`src/rtl/dmem_port_arbiter.sv`:
```
// Round-robin arbiter sharing one data-memory port between the core MW-stage
// load/store path and a debug/DMA requester; tracks fixed read latency.
module dmem_port_arbiter #(
    parameter int ADDR_W  = 32,
    parameter int DATA_W  = 32,
    parameter int MEM_LAT = 1
) (
    input  logic                  clk,
    input  logic                  rst_n,

    input  logic                  core_req,
    input  logic                  core_wr,
    input  logic [ADDR_W-1:0]     core_addr,
    input  logic [DATA_W-1:0]     core_wdata,
    input  logic [DATA_W/8-1:0]   core_mask,
    output logic                  core_gnt,
    output logic                  core_rvalid,
    output logic [DATA_W-1:0]     core_rdata,
    output logic                  core_stall,

    input  logic                  dbg_req,
    input  logic                  dbg_wr,
    input  logic [ADDR_W-1:0]     dbg_addr,
    input  logic [DATA_W-1:0]     dbg_wdata,
    input  logic [DATA_W/8-1:0]   dbg_mask,
    output logic                  dbg_gnt,
    output logic                  dbg_rvalid,
    output logic [DATA_W-1:0]     dbg_rdata,

    output logic                  mem_cs,
    output logic                  mem_wr,
    output logic [ADDR_W-1:0]     mem_addr,
    output logic [DATA_W-1:0]     mem_wdata,
    output logic [DATA_W/8-1:0]   mem_mask,
    input  logic [DATA_W-1:0]     mem_rdata,

    output logic                  fsm_state
);

    localparam logic [2:0] LAT      = 3'(MEM_LAT);
    localparam logic       OWN_CORE = 1'b0;
    localparam logic       OWN_DBG  = 1'b1;

    typedef enum logic {
        IDLE = 1'b0,
        WAIT = 1'b1
    } state_t;

    state_t     state, state_nxt;
    logic       owner, owner_nxt;
    logic       last_owner, last_owner_nxt;
    logic [2:0] cnt, cnt_nxt;
    logic       pick_core, pick_dbg;

    assign fsm_state = state;

    always_ff @(posedge clk or negedge rst_n) begin
        if (!rst_n) begin
            state      <= IDLE;
            owner      <= OWN_CORE;
            last_owner <= OWN_DBG;
            cnt        <= 3'd0;
        end else begin
            state      <= state_nxt;
            owner      <= owner_nxt;
            last_owner <= last_owner_nxt;
            cnt        <= cnt_nxt;
        end
    end

    always_comb begin
        state_nxt      = state;
        owner_nxt      = owner;
        last_owner_nxt = last_owner;
        cnt_nxt        = cnt;
        pick_core      = 1'b0;
        pick_dbg       = 1'b0;
        core_gnt       = 1'b0;
        dbg_gnt        = 1'b0;
        core_rvalid    = 1'b0;
        dbg_rvalid     = 1'b0;
        mem_cs         = 1'b1;
        mem_wr         = 1'b1;
        mem_addr       = '0;
        mem_wdata      = '0;
        mem_mask       = '0;

        unique case (state)
            IDLE: begin
                // Grants are gated by rst_n so a held request cannot leak a
                // grant while reset is asserted.
                if (rst_n) begin
                    pick_core = core_req && (!dbg_req || last_owner == OWN_DBG);
                    pick_dbg  = dbg_req && !pick_core;
                end
                if (pick_core) begin
                    core_gnt       = 1'b1;
                    mem_cs         = 1'b0;
                    mem_wr         = core_wr;
                    mem_addr       = core_addr;
                    mem_wdata      = core_wdata;
                    mem_mask       = core_mask;
                    last_owner_nxt = OWN_CORE;
                    if (core_wr) begin
                        owner_nxt = OWN_CORE;
                        cnt_nxt   = 3'd1;
                        state_nxt = WAIT;
                    end
                end else if (pick_dbg) begin
                    dbg_gnt        = 1'b1;
                    mem_cs         = 1'b0;
                    mem_wr         = dbg_wr;
                    mem_addr       = dbg_addr;
                    mem_wdata      = dbg_wdata;
                    mem_mask       = dbg_mask;
                    last_owner_nxt = OWN_DBG;
                    if (dbg_wr) begin
                        owner_nxt = OWN_DBG;
                        cnt_nxt   = 3'd1;
                        state_nxt = WAIT;
                    end
                end
            end
            WAIT: begin
                cnt_nxt = cnt + 3'd1;
                if (cnt == LAT) begin
                    core_rvalid = (owner == OWN_CORE);
                    dbg_rvalid  = (owner == OWN_DBG);
                    cnt_nxt     = 3'd0;
                    state_nxt   = IDLE;
                end
            end
            default: begin
                state_nxt = IDLE;
            end
        endcase
    end

    assign core_rdata = core_rvalid ? mem_rdata : '0;
    assign dbg_rdata  = dbg_rvalid  ? mem_rdata : '0;

    // The core is released only by its own store grant or its own load data.
    assign core_stall = rst_n && core_req
                        && !(core_gnt && !core_wr)
                        && !core_rvalid;

endmodule

```
`config.mk`:
```
export PLATFORM = sky130hd
export DESIGN_NAME = dmem_port_arbiter
export DESIGN_NICKNAME = d
export VERILOG_FILES = /design/src/rtl/dmem_port_arbiter.sv
export SDC_FILE = /design/constraint.sdc
export NUM_CORES = 1
export LEC_CHECK = 0
export CAP_MARGIN = 20
export CORE_AREA = 4 4 121 123
export DETAILED_ROUTE_END_ITERATION = 12
export DIE_AREA = 0 0 125 127
export GPL_ROUTABILITY_DRIVEN = 0
export PLACE_DENSITY = 0.59
export SYNTH_ARGS = -nofsm -noshare
export SYNTH_HDL_FRONTEND = slang
export SYNTH_SLANG_ARGS = --single-unit
```
`constraint.sdc`:
```
create_clock -name clk -period 2.1 [get_ports clk]
set_clock_uncertainty 0.1 [all_clocks]
set_input_delay 0.21 -clock clk [delete_from_list [all_inputs] [get_ports clk]]
set_output_delay 0.21 -clock clk [all_outputs]
set_load 0.005 [all_outputs]
```
# == Yosys cells after proc, flatten, opt, wreduce, memory -nomap -nowiden ==
# Cells that the tools add are included.
# word_totals
regBits,6
output_inout_bits,140
in_bits,174
wordCells,77
# classes
addsub,1
n_bitwise,2
n_eq_ne,5
reduce_logical,17
muxes,48
# op_table
op,n
two-way mux 32 bit,8
two-way mux 1 bit,30
two-way mux 3 bit,5
two-way mux 4 bit,3
"!= test 3 bit, second input constant",3
logical AND 1 bit,6
case mux 3 bit (2 select lines),1
zero test 1 bit,5
AND reduction 4 bit,1
nonzero test 2 bit,2
"adder 3 x 1 -> 3 bit, second input constant",1
"equality test 3 x 1 -> 1 bit, second input constant",1
AND reduction 3 bit,1
"!= test 2 bit, second input constant",1
NOT 1 bit,2
case mux 1 bit (2 select lines),1
AND reduction 2 bit,1
logical OR 1 bit,1

# == Logic depth before layout (Yosys ltp) ==
# Gate-level depths: netlist of the first run.
# depth
ltp_word,11
ltp_mapped,6
mapped_depth_nobuf,3

# == Least setup slack after synthesis of the first run ==
# No wires, ideal clock.
# synth_timing
path_type,register to output
start,register last_owner
end,output port mem_mask[0]
path_buffers,1
path_stages_with_launch,5
setup_slack_ps,480
arrival_time_ps,1310
required_ps,1790
path_cell_list,dfstp_2 -> nor2b_1 -> nor3_4 -> buf_6 -> a22o_1
# synth_between
elab_chain_len,9
word_cells_on_any_way,11
cone_classes,mux: 7; reduce/logical: 4
# synth_lines
item,line,text
from (decl),51,"logic last_owner, last_owner_nxt;"
from (signal assigned),66,last_owner <= last_owner_nxt;
logical OR 1 bit (*),93,pick_core = core_req && (!dbg_req || last_owner == OWN_DBG);
logical AND 1 bit (*),93,
zero test 1 bit,94,pick_dbg = dbg_req && !pick_core;
logical AND 1 bit,94,
two-way mux 1 bit,92,if (rst_n) begin
two-way mux 1 bit,88,unique case (state)
two-way mux 4 bit,109,end else if (pick_dbg) begin
two-way mux 4 bit (*),96,if (pick_core) begin
two-way mux 4 bit (*),88,
to (decl),34,"output logic [DATA_W/8-1:0] mem_mask,"
# Every way passes the cells marked *; elsewhere a longest branch is shown, timed or not. The select of a mux whose other input is x is not followed.

# == Worst setup path after layout of the first run ==
# layout_timing
start,register last_owner
end,output port mem_wdata[23]
# layout_between
elab_chain_len,9
word_cells_on_any_way,11
cone_classes,mux: 7; reduce/logical: 4
# layout_lines
item,line,text
logical OR 1 bit (*),93,
logical AND 1 bit (*),93,
zero test 1 bit,94,
logical AND 1 bit,94,
two-way mux 1 bit,92,
two-way mux 1 bit,88,
two-way mux 32 bit,109,
two-way mux 32 bit (*),96,
two-way mux 32 bit (*),88,
to (decl),33,"output logic [DATA_W-1:0] mem_wdata,"
# Marks and branches as above.

==> impl_results.md, run 1 <==
- Nets: between 700 and 800
- Final period util: 1.08
- Gate Count Post-Synth: 200
- Clk_lat worst skew: 0.23 ns
- Post-synthesis cell type count: 30
- Remaining global-route overflow: 0
- DR vias: between 3k and 4k
- Core ar.: 13700 um^2
- Crit Path Category: flop to output pin
- Share of cells above drive strength 1: 0.200
- Logic gate share of total power: 0.814
- Largest net degree at the start of global routing: 35
- Post-synth EDFFs: 0
- Antenna Diode Count: 0
- Max Clock Freq: around 440 MHz
- Synth Warn #: 0
- CTS tree: yes
- Synth top area cells: a22o_1 (37%), and2_1 (13%), buf_6 (12%)
- Max VDD drop: between 0.3 and 0.4 mV
- Total placed cells including tap cells: approximately 690
- Clock share of power: 0.105
- Register share of total power: 0.081
- Final WS setup: -0.169 ns
- Remaining DRCs: 0
- Area delta synth->final: 211%
- Vias in the first global route: about 3.2k
- Worst min-delay path category: input port to async pin
- Worst reg-to-reg setup slack: roughly 0.66 ns
- # port buffers: 313
- Fill count: ~1.4k
- Post-route insts no fill: approximately 700
- RSZ-0062 raised after global routing: true
- CP Launch Type: flop
- CP endpoint kind: output pin
- Worst Path Required: 1.79 ns
- Sw Pwr: 1.11 mW
- First-pass GRT wire length: about 20000 um
- Post-DR wirelength/cell: between 15 and 20 um
- Register area share after synthesis: 0.0915
- Total CTS buffers: 3
- Vias/cell: 4.39
- Yosys top cell by area: a22o_1
- Initial Util: 0.121
- Tightest Pin Transition: roughly 0.28 ns
- Clock buffer depth: 2
- Status: complete, but fails checks
- Fin. max-slew vios: 0
- IO Pins: 314
- Commonest cells after routing, fill and taps aside: clkdlybuf4s50_1 (180), a22o_1 (69), dlygate4sd2_1 (60)
- Leak: approximately 2.6 nW
- Min Tclk post-route: 2.27 ns
- Sw frac: 0.368
- Die Y: 127 um
- Initial antenna violation count: 0
- Clk slew on worst S/H paths: approximately 0.04 ns
- Syn Area/Cell: about 8.3 um^2
- 1st-iter DRT viols: approximately 140
- CP arrival: roughly 2.0 ns
- Max Cap Viol: 0
- Fin. Hold Viols: 0
- FFs w/ async S/R, synth: 1.00
- P_int: between 1.5 and 2 mW
- Highest fanout seen on the critical path: 24
- Post-synthesis sequential element count: 6
- Final setup viols: 7
- Most common cell after layout, fill and taps aside: clkdlybuf4s50_1
- Failing checks: negative setup slack
- Die area: 15900 um^2
- Num Clock Sinks: 6
- Pwr dens: 585 nW/um^2
- 1st-pass router iterations: 4
- Synth Cell Area: between 1500 and 2000 um^2
- Synth top area share: 0.365
- Number of H-tree levels: 1
- GRT Util Overall: 0.158
- HPWL Detailed: 10800 um
- Placement Rows: 43
- Most common flop cell mapped by yosys: dfrtp_1
- Post-Route WL: 14100 um
- CTS Root Cell: clkbuf_16
- Setup TNS: -1.12 ns
- Max transition margin: 0.813
- Die X: around 130 um
- Post-route ant nets: 0
- Syn Nets: 374
==> kinds of logic after synthesis <==
group,Yosys count,share of synthesized area
simple gates,83,0.334
buf+inv,26,0.143
compound gates,84,0.427
xor+xnor,1,0.00530
flops,6,0.0915
==> layer usage <==
| layer | track usage | share of wire |
|---|---|---|
| met5 | 0 | 0 |
| met2 | 0.296 | 0.52 |
| met4 | 0.0293 | 0.017 |
| met1 | 0.182 | 0.37 |
| met3 | 0.0418 | 0.093 |
==> flip-flops by register name, summed over array words and instances (netlist names) <==
signal      flops
owner           1
cnt             3
fsm_state       1
last_owner      1
==> power by group through the flow <==
stage          Sequential (mW)  Combinational, mW  Clock (mW)
2_1_floorplan            0.251              0.926           0
3_3_place_gp             0.239               2.31           0
3_5_place_dp             0.242               2.34           0
4_1_cts                  0.246               2.32       0.322
5_1_grt                  0.255               2.63       0.330
6_report                 0.245               2.45       0.315
==> per-stage QoR <==
| stage | cell area (um^2) | worst slack (ns) | hold WS, ns | power, mW | util |
|---|---|---|---|---|---|
| 4_1_cts | 5100 | -0.260 | 0.00827 | 2.89 | 0.374 |
| 6_report | 5140 | -0.169 | 0.0117 | 3.01 | 0.376 |
| 3_3_place_gp | 4990 | -0.408 | 0.476 | 2.55 | 0.365 |
| 2_1_floorplan | 1650 | 0.480 | -0.186 | 1.18 | - |
| 3_5_place_dp | 4990 | -0.426 | 0.492 | 2.58 | 0.365 |
| 5_1_grt | 5140 | -0.244 | 0.0151 | 3.22 | 0.376 |
==> worst max-delay path: stages (launching register included) <==
cell	delay, ns
dfstp_2	0.55
nor2b_2	0.06
nor3_4	0.15
buf_12	0.14
buf_12	0.17
a22o_1	0.16
clkdlybuf4s50_1	0.50
==> synth_stat cells, drive strengths merged (2+ instances only) <==
library cell,instances
nand4,2
dfrtp,5
o21ai,5
clkbuf,6
a22o,69
nor2,2
nor3,2
a21oi,3
nor2b,3
and3,32
nand2b,4
buf,19
and2,34
==> timing repair <==
action | in CTS | in global routing
resized for setup | 143 | 125
setup endpoints to repair | 139 | 55
hold buffers | 1 | 0
hold endpoints to repair | 1 | 0
gates cloned | 3 | 3
pin swaps | 5 | 5
buffers inserted | 5 | 13
==> cell type report <==
cell class / instances / area, um^2 / share of cell area
Clock buffer: 4 / 78.8 / 0.0153
Inverter: 1 / 3.75 / 0.000730
Multi-Input combinational cell: 168 / 1280 / 0.249
Sequential cell: 6 / 153 / 0.0297
Tap cell: 180 / 225 / 0.0438
Timing Repair Buffer: 360 / 3400 / 0.662
==> final timing paths <==
kind,end,depth (start not counted),start
worst max-delay path,mem_wdata[23],6,last_owner
max in group asynchronous,owner,3,rst_n
min in group clk,last_owner,3,dbg_req
worst min-delay path,cnt[2],2,rst_n
worst min register to register,last_owner,3,last_owner
worst max register to register,owner,4,last_owner
(Power assumes the default switching activity.)
==> run 2, diff against run 1 <==
Settings changed: CAP_MARGIN 20 to 40.
==> results of run 2 <==
Final layout, timing and power as in run 1 (identical DEF).
